### config.mk
export PLATFORM = sky130hd
export DESIGN_NAME = adc_acq_sequencer
export DESIGN_NICKNAME = d
export VERILOG_FILES = /design/src/rtl/adc_ctrl_pkg.sv /design/src/rtl/adc_ctrl_timer.sv /design/src/rtl/adc_acq_sequencer.sv
export SDC_FILE = /design/constraint.sdc
export NUM_CORES = 1
export LEC_CHECK = 0
export ABC_AREA = 0
export BUFFER_PORTS_ARGS = -buffer_cell sky130_fd_sc_hd__buf_2
export CAP_MARGIN = 40
export CORE_ASPECT_RATIO = 1.25
export CORE_MARGIN = 1.5
export CORE_UTILIZATION = 35
export CTS_CLUSTER_SIZE = 12
export DETAILED_ROUTE_END_ITERATION = 7
export HOLD_SLACK_MARGIN = 0.15
export SLEW_MARGIN = 30
export SYNTH_ARGS = -nofsm -noshare
export SYNTH_HDL_FRONTEND = slang
export SYNTH_SLANG_ARGS = --single-unit
### constraint.sdc
create_clock -name aclk -period 3.7 [get_ports aclk]
set_clock_uncertainty 0.2 [all_clocks]
set_input_delay 1.11 -clock aclk [delete_from_list [all_inputs] [get_ports aclk]]
set_output_delay 1.11 -clock aclk [all_outputs]
set_load 0.05 [all_outputs]
### src/rtl/adc_ctrl_pkg.sv
// Shared state encoding and default sizing for the ADC acquisition control slice.
package adc_ctrl_pkg;

  localparam int unsigned DEF_CLEAR_CYCLES = 8;
  localparam int unsigned DEF_CNT_WIDTH    = 32;

  typedef enum logic [2:0] {
    ST_IDLE    = 3'd0,
    ST_CLEAR   = 3'd1,
    ST_ARMED   = 3'd2,
    ST_CAPTURE = 3'd3,
    ST_HOLDOFF = 3'd4
  } acq_state_t;

endpackage

### src/rtl/adc_ctrl_timer.sv
// Loadable down-counter with enable and zero flag; stops at zero.
module adc_ctrl_timer
  import adc_ctrl_pkg::*;
#(
  parameter int unsigned WIDTH = DEF_CNT_WIDTH
) (
  input  logic             aclk,
  input  logic             aresetn,
  input  logic             load,
  input  logic [WIDTH-1:0] load_val,
  input  logic             en,
  output logic             zero
);

  logic [WIDTH-1:0] cnt_q;

  always_ff @(posedge aclk or negedge aresetn) begin
    if (!aresetn) begin
      cnt_q <= '0;
    end else if (load) begin
      cnt_q <= load_val;
    end else if (en && (cnt_q != '0)) begin
      cnt_q <= cnt_q - WIDTH'(1);
    end
  end

  assign zero = (cnt_q == '0);

endmodule

### src/rtl/adc_acq_sequencer.sv
// Acquisition control FSM: clears, arms and bounds captures of the ADC trigger
// datapath, with optional auto-rearm after a holdoff.
module adc_acq_sequencer
  import adc_ctrl_pkg::*;
#(
  parameter int unsigned CLEAR_CYCLES   = DEF_CLEAR_CYCLES,
  parameter int unsigned CNT_WIDTH      = DEF_CNT_WIDTH,
  parameter int unsigned DONE_CNT_WIDTH = 16
) (
  input  logic                      aclk,
  input  logic                      aresetn,
  input  logic                      cmd_arm,
  input  logic                      cmd_abort,
  input  logic [CNT_WIDTH-1:0]      cfg_capture_len,
  input  logic [CNT_WIDTH-1:0]      cfg_holdoff,
  input  logic                      cfg_auto_rearm,
  input  logic                      trigger_activated,
  input  logic [CNT_WIDTH-1:0]      limiter,
  output logic                      reset_trigger,
  output logic                      reset_max_sum,
  output logic [2:0]                state,
  output logic                      armed,
  output logic                      busy,
  output logic                      capture_done,
  output logic [DONE_CNT_WIDTH-1:0] capture_count
);

  localparam logic [CNT_WIDTH-1:0] CLEAR_LOAD = CNT_WIDTH'(CLEAR_CYCLES - 1);

  acq_state_t           state_q, state_d;
  logic [CNT_WIDTH-1:0] len_q, holdoff_q;
  logic                 rearm_q;

  logic                 tmr_load, tmr_en, tmr_zero;
  logic [CNT_WIDTH-1:0] tmr_val;
  logic                 arm_accept, cap_end;

  adc_ctrl_timer #(
    .WIDTH(CNT_WIDTH)
  ) u_timer (
    .aclk    (aclk),
    .aresetn (aresetn),
    .load    (tmr_load),
    .load_val(tmr_val),
    .en      (tmr_en),
    .zero    (tmr_zero)
  );

  // Abort is checked first in every busy state so it wins over all other exits.
  always_comb begin
    state_d    = state_q;
    tmr_load   = 1'b0;
    tmr_val    = '0;
    tmr_en     = 1'b0;
    arm_accept = 1'b0;
    cap_end    = 1'b0;
    case (state_q)
      ST_IDLE: begin
        if (cmd_arm && !cmd_abort) begin
          arm_accept = 1'b1;
          tmr_load   = 1'b1;
          tmr_val    = CLEAR_LOAD;
          state_d    = ST_CLEAR;
        end
      end
      ST_CLEAR: begin
        if (cmd_abort)     state_d = ST_IDLE;
        else if (tmr_zero) state_d = ST_ARMED;
        else               tmr_en  = 1'b1;
      end
      ST_ARMED: begin
        if (cmd_abort)              state_d = ST_IDLE;
        else if (trigger_activated) state_d = ST_CAPTURE;
      end
      ST_CAPTURE: begin
        if (cmd_abort) begin
          state_d = ST_IDLE;
        end else if (((len_q != '0) && (limiter >= len_q)) || !trigger_activated) begin
          cap_end = 1'b1;
          if (rearm_q) begin
            tmr_load = 1'b1;
            tmr_val  = holdoff_q;
            state_d  = ST_HOLDOFF;
          end else begin
            state_d  = ST_IDLE;
          end
        end
      end
      ST_HOLDOFF: begin
        if (cmd_abort) begin
          state_d = ST_IDLE;
        end else if (tmr_zero) begin
          tmr_load = 1'b1;
          tmr_val  = CLEAR_LOAD;
          state_d  = ST_CLEAR;
        end else begin
          tmr_en = 1'b1;
        end
      end
      default: state_d = ST_IDLE;
    endcase
  end

  // Outputs are registered from the next state so they line up with state_q.
  always_ff @(posedge aclk or negedge aresetn) begin
    if (!aresetn) begin
      state_q       <= ST_IDLE;
      reset_trigger <= 1'b1;
      reset_max_sum <= 1'b0;
      armed         <= 1'b0;
      busy          <= 1'b0;
      capture_done  <= 1'b0;
      capture_count <= '0;
      len_q         <= '0;
      holdoff_q     <= '0;
      rearm_q       <= 1'b0;
    end else begin
      state_q       <= state_d;
      reset_trigger <= (state_d == ST_IDLE) || (state_d == ST_CLEAR) || (state_d == ST_HOLDOFF);
      reset_max_sum <= (state_d == ST_CLEAR);
      armed         <= (state_d == ST_ARMED);
      busy          <= (state_d != ST_IDLE);
      capture_done  <= cap_end;
      if (arm_accept) begin
        len_q         <= cfg_capture_len;
        holdoff_q     <= cfg_holdoff;
        rearm_q       <= cfg_auto_rearm;
        capture_count <= '0;
      end else if (cap_end && (capture_count != '1)) begin
        capture_count <= capture_count + DONE_CNT_WIDTH'(1);
      end
    end
  end

  assign state = state_q;

endmodule

==> results of run 1 <==
==> routing by layer <==
metal,wire length (um),share of wire
met5,12,0.00073
met4,215,0.013
met3,864,0.053
met2,8435,0.52
met1,6843,0.42
==> cell usage after synthesis, types with 3 or more instances <==
cell / n / share of area
o21a_1: 3 / 0.0035
and3_1: 7 / 0.0068
o311ai_0: 3 / 0.0041
ha_1: 35 / 0.068
a21oi_1: 25 / 0.019
nand3_1: 16 / 0.012
o211ai_1: 4 / 0.0046
a31oi_1: 5 / 0.0048
inv_1: 42 / 0.024
or4_1: 10 / 0.012
dfrtp_1: 120 / 0.46
o41ai_1: 3 / 0.0041
mux2i_1: 6 / 0.0093
nand2b_1: 7 / 0.0068
nand2_1: 187 / 0.11
nor3_1: 11 / 0.0085
nor3b_1: 3 / 0.0035
nor4_1: 20 / 0.019
o31a_1: 3 / 0.0041
o31ai_1: 31 / 0.036
buf_1: 3 / 0.0017
or3_1: 7 / 0.0068
o21ai_0: 41 / 0.032
nand4_1: 6 / 0.0058
xor2_1: 7 / 0.0095
xnor2_1: 20 / 0.027
clkbuf_1: 26 / 0.015
nor2_1: 21 / 0.012
==> power groups by stage <==
stage / logic [mW] / registers [mW] / clock network [mW]
after detailed placement: 0.652 / 1.61 / 0
after global placement: 0.637 / 1.61 / 0
final: 0.646 / 1.59 / 1.62
after global routing: 0.749 / 1.61 / 1.72
after floorplan: 0.409 / 1.59 / 0
after CTS: 0.656 / 1.59 / 1.67
==> sequential cells by signal, indices dropped and copies added, names as in the netlist <==
name,flops
u_timer.cnt_q,32
reset_trigger,1
capture_done,1
rearm_q,1
busy,1
capture_count,16
reset_max_sum,1
state,3
holdoff_q,32
len_q,32
armed,1
==> cell type report <==
type                            instances  share of cell area
Clock buffer                           20             0.05587
Clock inverter                         12             0.01515
Inverter                               42             0.01929
Multi-Input combinational cell        519              0.3905
Sequential cell                       121              0.3706
Tap cell                              228             0.03490
Timing Repair Buffer                  158              0.1137
==> what timing repair did <==
item | CTS | global route
hold buffers | 0 | 0
buffers inserted | 0 | 3
endpoints found under the setup margin | 0 | 10
resized for setup | 0 | 2
==> path summary, 6_finish.rpt <==
path / startpoint / end / slack [ns]
min in group asynchronous: aresetn / len_q[17] / 0.46
min: holdoff_q[19] / holdoff_q[19] / 0.28
max in group asynchronous: aresetn / holdoff_q[11] / 2.07
max reg2reg: u_timer.cnt_q[3] / busy / 0.55
min reg2reg: holdoff_q[19] / holdoff_q[19] / 0.28
max: limiter[9] / capture_count[14] / 0.20
==> cell families after synthesis <==
kind of cell	synth area share
flip-flops	0.4685
AND/OR/NAND/NOR	0.2295
adder cells (fa/ha/maj)	0.06772
buffers and inverters	0.04450
multiplexers	0.01451
XOR/XNOR	0.03657
AO/OA/AOI/OAI	0.1387
==> worst max-delay path, cell delays in order <==
cell,delay [ns]
buf_2,0.10
ha_1,0.28
nand2_1,0.08
nor3_2,0.20
or4b_4,0.49
a311oi_1,0.28
buf_4,0.17
o31ai_4,0.10
buf_6,0.18
or4_1,0.50
a21oi_1,0.15
==> cells in the final DEF, fill, tap and decap left out, drive strengths merged, types with 3 or more instances in the layout <==
cell / instances
o21a: 3
or4: 12
nor3b: 3
and3: 7
nor3: 11
xor2: 7
mux2: 3
a21oi: 25
buf: 158
nor4: 22
or3: 7
ha: 35
nand2b: 7
o211ai: 4
o21ai: 43
o31a: 3
o311ai: 4
xnor2: 20
o41ai: 3
nand3: 16
nor2: 22
nand4: 6
mux2i: 6
dfrtp: 120
nand2: 187
clkinv: 5
o31ai: 33
clkbuf: 20
a31oi: 5
clkinvlp: 4
inv: 43
==> metrics by stage <==
step | worst slack [ns] | util
after floorplan | 0.009894 | -
after global placement | -0.2680 | 0.4172
after detailed placement | -0.3374 | 0.4178
after CTS | 0.09520 | 0.4499
after global routing | 0.01317 | 0.4516
final | 0.1990 | 0.4516
==> run_results.csv, run 1 <==
group,metric,value,unit
layout,finalNonFillerCells,1100,
layout,nets,996,
global_routing,use_met3,0.05330,
clock_network,clk_pin_slew,0.05,ns
clock_network,clk_latency,0.42,ns
min_path,hold_depth,2,
route,vias_per_cell,5.031,
power_and_ir_drop,swShare,0.2810,
power_and_ir_drop,clkPwrFrac,0.420,
power_and_ir_drop,leakage,3.900,nW
layout,fillers,1818,
clock_network,clockRootBuffer,"clkbuf_16",
yosys,synth_nets,851,
yosys,syn-cell-area,0.006466,mm2
clock_network,cts_tree,"built",
min_path,hold_class,"reg -> reg",
timing,hold_viol,0,
timing,hold_ws,0.2765,ns
placement,io_buffers,125,
power_and_ir_drop,power_frac_comb,0.167,
route,ant_nets,0,
floorplan,fp.dieH,155.0,um
route,drt_pass1_iterations,5,
yosys,yosysUniqueCellTypes,61,
setup_path,critPathCaptureType,"register",
clock_network,ctsHtreeMaxLevel,4,
clock_network,clock-sinks,121,
route,wl_per_cell,14.88,um
timing,post-route-period-util,0.9462,
setup_path,cp.arrival,3.64,ns
power_and_ir_drop,p_seq_frac,0.412,
setup_path,r2r_cells,7,
route,vias,5534,
global_routing,grt_use_met2,0.3108,
layout,fin_area,0.008174,mm2
timing,rsz0062_at_grt,"no",
global_routing,grt_pass1_wl,27580,um
timing,finalSetupTns,0,ns
timing,setup_viol,0,
floorplan,fp-row-count,55,
timing,finalMaxSlewViolations,0,
global_routing,use_met1,0.2069,
global_routing,busiest_layer,"met2",
placement,placed_area,0.007562,mm2
clock_network,cts_buffers,17,
layout,area_growth,26.41,%
layout,multi_input_area,0.003192,mm2
yosys,synth-edff-count,0,
global_routing,grt_overflow,0,
route,drt_iter0_drc,272,
placement,globalplace.congestion,0.8348,
floorplan,die_area,0.01930,mm2
global_routing,grt_usage,0.1763,
power_and_ir_drop,power-per-cell-area,472.6,mW/mm2
power_and_ir_drop,total_power,3.863,mW
yosys,ys_ff_latch,121,
clock_network,clk_path_buf_depth,2,
setup_path,startpoint_type,"input pin",
timing,worst_pin_slew,0.6915,ns
status,status,"completed",
setup_path,required,3.84,ns
floorplan,start_util,0.3573,
yosys,async_flop_share,1.000,
route,routed_wl,16370,um
job,drv_cap,0,
route,drc,0,
placement,dp_hpwl,12090,um
setup_path,worstPathMaxFanout,12,
floorplan,die_x,124.6,um
power_and_ir_drop,p_int,2.778,mW
floorplan,core,0.01810,mm2
yosys,ys.flop_type,"dfrtp_1",
timing,period_minus_slack,3.501,ns
yosys,postSynthAreaPerCell,9.056,um2
yosys,ys_seq_area_frac,0.4685,
yosys,synth_cells,714,
power_and_ir_drop,ir_drop,299.4,uV
yosys,ys.warnings.count,0,
floorplan,pin_count,126,
global_routing,antenna_found_initial,1,
layout,regArea,0.003029,mm2
global_routing,grt_pass1_vias,5744,
setup_path,critPathKind,"in -> reg",
placement,dp_cells,1065,
layout,antenna_cells,0,
timing,fmax,285.6,MHz
power_and_ir_drop,p_switching,1.085,mW
global_routing,grt_start_max_net_pins,96,
timing,maxSlewHeadroom,0.5368,
layout,final_layout_size_suffix_gt1_frac,0.2408,
Power figures use the tool's default switching activity.
==> run 2: changes to the inputs <==
- RECOVER_POWER: not set -> 25
==> run 2 against run 1 <==
Effect of this change:
- the flow now finishes with violations (max-capacitance violations, max-slew violations)
- first-iteration DRC count unchanged
- sequential power about the same
- worst hold slack unchanged
- critical endpoint unchanged
==> run_results.csv, run 2 (same netlist as run 1, synthesis figures left out) <==
group,metric,value,unit
global_routing,grt_start_max_net_pins,96,
timing,hold_viol,0,
layout,final_common_cell,"nand2_1",
clock_network,cts_buffers,17,
timing,period_minus_slack,3.501,ns
min_path,hold_depth,2,
clock_network,clock-sinks,121,
layout,nets,996,
clock_network,clk_path_buf_depth,2,
layout,area_growth,26.35,%
global_routing,use_met3,0.05330,
setup_path,cp.arrival,3.64,ns
floorplan,start_util,0.3573,
route,wl_per_cell,14.88,um
clock_network,clk_pin_slew,0.05,ns
clock_network,cts_hold_buf,0,
placement,dp_hpwl,12090,um
setup_path,startpoint_type,"input pin",
floorplan,die_area,0.01930,mm2
route,drt_iter0_drc,272,
placement,dp_cells,1065,
timing,worst_pin_slew,2.131,ns
timing,setup_viol,0,
min_path,hold_class,"reg -> reg",
clock_network,clockRootBuffer,"clkbuf_16",
setup_path,r2r_cells,7,
route,ant_nets,0,
floorplan,fp.dieH,155.0,um
global_routing,busiest_layer,"met2",
floorplan,die_x,124.6,um
power_and_ir_drop,leakage,3.897,nW
power_and_ir_drop,total_power,3.863,mW
clock_network,ctsHtreeMaxLevel,4,
floorplan,core,0.01810,mm2
route,drc,0,
timing,rsz0062_at_grt,"no",
timing,maxSlewHeadroom,-0.4206,
global_routing,grt_use_met2,0.3108,
job,drv_cap,1,
timing,hold_ws,0.2765,ns
placement,globalplace.congestion,0.8348,
placement,pre_cts_slack,-0.3374,ns
global_routing,grt_pass1_wl,27580,um
layout,fin_area,0.008170,mm2
setup_path,critPathCaptureType,"register",
timing,post-route-period-util,0.9462,
timing,fmax,285.6,MHz
route,vias_per_cell,5.031,
layout,final_layout_size_suffix_gt1_frac,0.2397,
route,vias,5534,
route,drt_pass1_iterations,5,
global_routing,grt_usage,0.1763,
global_routing,grt_pass1_vias,5744,
placement,io_buffers,125,
setup_path,worstPathMaxFanout,12,
status,status,"finished, violations left",
layout,finalNonFillerCells,1100,
global_routing,grt_overflow,0,
floorplan,pin_count,126,
placement,placed_area,0.007562,mm2
power_and_ir_drop,ir_drop,299.4,uV
power_and_ir_drop,power-per-cell-area,472.8,mW/mm2
layout,post-route-util,0.4514,
timing,finalMaxSlewViolations,37,
clock_network,cts_tree,"built",
timing,final.setup.worst_slack,0.1990,ns
global_routing,use_met1,0.2069,
floorplan,fp-row-count,55,
clock_network,clk_latency,0.42,ns
layout,final_cell_mix,"nand2_1, buf_2, dfrtp_1",
setup_path,required,3.84,ns
layout,reg_top3,"holdoff_q: 32 flops, len_q: 32 flops, u_timer.cnt_q: 32 flops",
layout,antenna_cells,0,
global_routing,antenna_found_initial,1,
route,routed_wl,16370,um
setup_path,critPathKind,"in -> reg",
timing,finalSetupTns,0,ns
status,violations,"max-capacitance violations, max-slew violations",
==> run 2: cell types whose count changed in the layout (fill, tap and decap cells not counted), sizes merged <==
cell and delta:
clkbuf +1, buf -1
==> run 2: final timing paths <==
check	slack, ns	endpoint	start
max in group asynchronous	0.86	holdoff_q[11]	aresetn
worst max register to register	0.55	busy	u_timer.cnt_q[3]
worst min-delay path	0.28	holdoff_q[19]	holdoff_q[19]
worst max-delay path	0.20	capture_count[14]	limiter[9]
min in group asynchronous	1.11	len_q[17]	aresetn
worst min register to register	0.28	holdoff_q[19]	holdoff_q[19]
==> run 2: critical path, cell delays in order <==
cell      delay [ns]
buf_2           0.10
ha_1            0.28
nand2_1         0.08
nor3_2          0.20
or4b_4          0.49
a311oi_1        0.28
buf_4           0.17
o31ai_4         0.10
buf_6           0.18
or4_1           0.50
a21oi_1         0.15
==> run 2: final cells by class <==
| class | instances | area (um2) |
|---|---|---|
| Tap cell | 228 | 285.3 |
| Timing Repair Buffer | 158 | 925.9 |
| Multi-Input combinational cell | 519 | 3192 |
| Clock buffer | 20 | 456.7 |
| Sequential cell | 121 | 3029 |
| Fill cell | 1819 | 9928 |
| Inverter | 42 | 157.7 |
| Clock inverter | 12 | 123.9 |
==> run 2: layer usage <==
metal  routed length, um  share of wire  vias up
li1                    -              -     2788
met1                6844           0.42     2618
met2                8435           0.52      106
met3                 865          0.053       20
met4                 215          0.013        2
met5                  12        0.00073        -
==> run 2: timing repair <==
action	CTS	global route
gates resized for setup	0	2
setup endpoints to repair	0	10
setup buffers	0	3
endpoints found under the hold margin	0	0
==> run 2: power breakdown <==
group / internal [mW] / leakage, nW / switching (mW)
combinational: 0.267 / 2.05 / 0.378
sequential: 1.49 / 1.57 / 0.104
clock: 1.02 / 0.278 / 0.604
==> run 3: changes to the inputs <==
- CTS_BUF_LIST: not set -> sky130_fd_sc_hd__clkbuf_16
==> run 3 against run 2 <==
Effect of this change:
- the run still ends with max-capacitance violations, max-slew violations left
- core utilization down 0.11 points
- total power down 1.2%
- critical path depth unchanged
- combinational power hardly changed
- die area is the same
- sequential share of layout area is 0.091 points higher
- largest cell class unchanged
==> run_results.csv, run 3 (same netlist as run 1, synthesis figures left out) <==
group,metric,value,unit
route,wl_met2,8449,um
layout,final_common_cell,"nand2_1",
placement,io_buffers,125,
global_routing,grt_overflow,0,
floorplan,die_area,0.01930,mm2
setup_path,worstPathMaxFanout,12,
timing,maxSlewHeadroom,-0.4227,
status,status,"finished, violations left",
route,drt_pass1_iterations,4,
setup_path,cp.arrival,3.65,ns
layout,regArea,0.003029,mm2
setup_path,cp-endpoint,"capture_count[14]",
setup_path,critPathKind,"in -> reg",
status,violations,"max-capacitance violations, max-slew violations",
layout,antenna_cells,0,
clock_network,cts_tree,"built",
setup_path,required,3.84,ns
placement,dp_hpwl,12090,um
power_and_ir_drop,ir_drop,299.0,uV
layout,area_growth,26.04,%
setup_path,regToRegStartpoint,"u_timer.cnt_q[3]",
power_and_ir_drop,leakage,3.889,nW
global_routing,grt_pass1_wl,27570,um
timing,finalSetupTns,0,ns
floorplan,fp-row-count,55,
floorplan,start_util,0.3573,
layout,final_cell_mix,"nand2_1, buf_2, dfrtp_1",
clock_network,clockRootBuffer,"clkbuf_16",
layout,finalNonFillerCells,1100,
clock_network,ctsHtreeMaxLevel,4,
layout,multi_input_area,0.003192,mm2
floorplan,core,0.01810,mm2
clock_network,cts_buffers,17,
setup_path,startpoint_type,"input pin",
placement,dp_cells,1065,
clock_network,clk_latency,0.42,ns
setup_path,critPathCaptureType,"register",
route,wl_per_cell,14.90,um
timing,period_minus_slack,3.508,ns
route,drt_iter0_drc,239,
timing,setup_viol,0,
floorplan,die_x,124.6,um
setup_path,r2r_cells,7,
layout,fillers,1820,
route,top_layer,"met5",
global_routing,grt_usage,0.1766,
layout,final_layout_size_suffix_gt1_frac,0.2374,
route,wl_met1,6857,um
global_routing,grt_pass1_vias,5742,
route,met3_length,866,um
setup_path,reg2reg_to,"busy",
min_path,hold_class,"reg -> reg",
floorplan,fp.dieH,155.0,um
clock_network,clk_path_buf_depth,2,
power_and_ir_drop,total_power,3.817,mW
timing,hold_viol,0,
route,drc,0,
floorplan,pin_count,126,
global_routing,grt_start_max_net_pins,96,
min_path,hp-start,"holdoff_q[26]",
route,ant_nets,0,
route,routed_wl,16390,um
layout,reg_top3,"holdoff_q: 32 flops, len_q: 32 flops, u_timer.cnt_q: 32 flops",
layout,nets,996,
job,drv_cap,1,
placement,globalplace.congestion,0.8348,
timing,worst_pin_slew,2.134,ns
timing,finalMaxSlewViolations,37,
clock_network,clock-sinks,121,
setup_path,rrSetupSlack,0.54,ns
timing,post-route-period-util,0.9482,
power_and_ir_drop,power-per-cell-area,468.3,mW/mm2
setup_path,cp-startpoint,"limiter[9]",
global_routing,antenna_found_initial,1,
timing,rsz0062_at_grt,"no",
clock_network,clk_pin_slew,0.06,ns
timing,fmax,285.0,MHz
route,vias,5540,
route,vias_per_cell,5.036,
run 3: worst min path at each step:
stage | to | slack (ns) | depth (start not counted)
detailed placement | holdoff_q[18] | 0.26 | 2
global route | holdoff_q[14] | 0.31 | 2
CTS | holdoff_q[0] | 0.28 | 2
global placement | holdoff_q[0] | 0.26 | 2
finish | holdoff_q[26] | 0.28 | 2
floorplan | holdoff_q[17] | 0.24 | 2
run 3: per-stage QoR:
stage	worst slack, ns	hold slack, ns	instance area [um2]	util
after floorplan	0.009894	0.2401	6474	-
after global placement	-0.2680	0.2634	7551	0.4172
after detailed placement	-0.3374	0.2646	7562	0.4178
after CTS	0.09290	0.2806	8123	0.4488
after global routing	0.01357	0.3063	8150	0.4503
final	0.1916	0.2761	8150	0.4503
run 3: area by class of cell:
type                    count  share of cell area
clock inverters            15             0.01658
flip-flops and latches    121              0.3717
multi-input cells         519              0.3916
repair buffers            158              0.1136
inverters                  42             0.01934
well taps                 228             0.03500
clock buffers              17             0.05220
run 3: routing by layer:
layer	vias to the layer above	global-route usage
li1	2790	-
met4	2	0.05419
met3	16	0.05330
met2	106	0.3114
met1	2626	0.2066
met5	-	0
run 3: report_power, final:
group | switching (mW) | internal (mW)
clock network | 0.601 | 0.976
registers | 0.104 | 1.49
logic | 0.379 | 0.267
total | 1.08 | 2.73
run 3: critical path: stages:
cell and delay [ns]:
buf_2 0.10, ha_1 0.29, nand2_1 0.08, nor3_2 0.21
or4b_4 0.49, a311oi_1 0.28, buf_4 0.17, o31ai_4 0.10
buf_6 0.18, or4_1 0.50, a21oi_1 0.15
run 3: timing repair:
item                                   CTS  global route
endpoints found under the hold margin    0             0
buffers inserted                         0             3
hold buffers                             0             0
setup endpoints to repair                0            10
gates resized for setup                  0             2
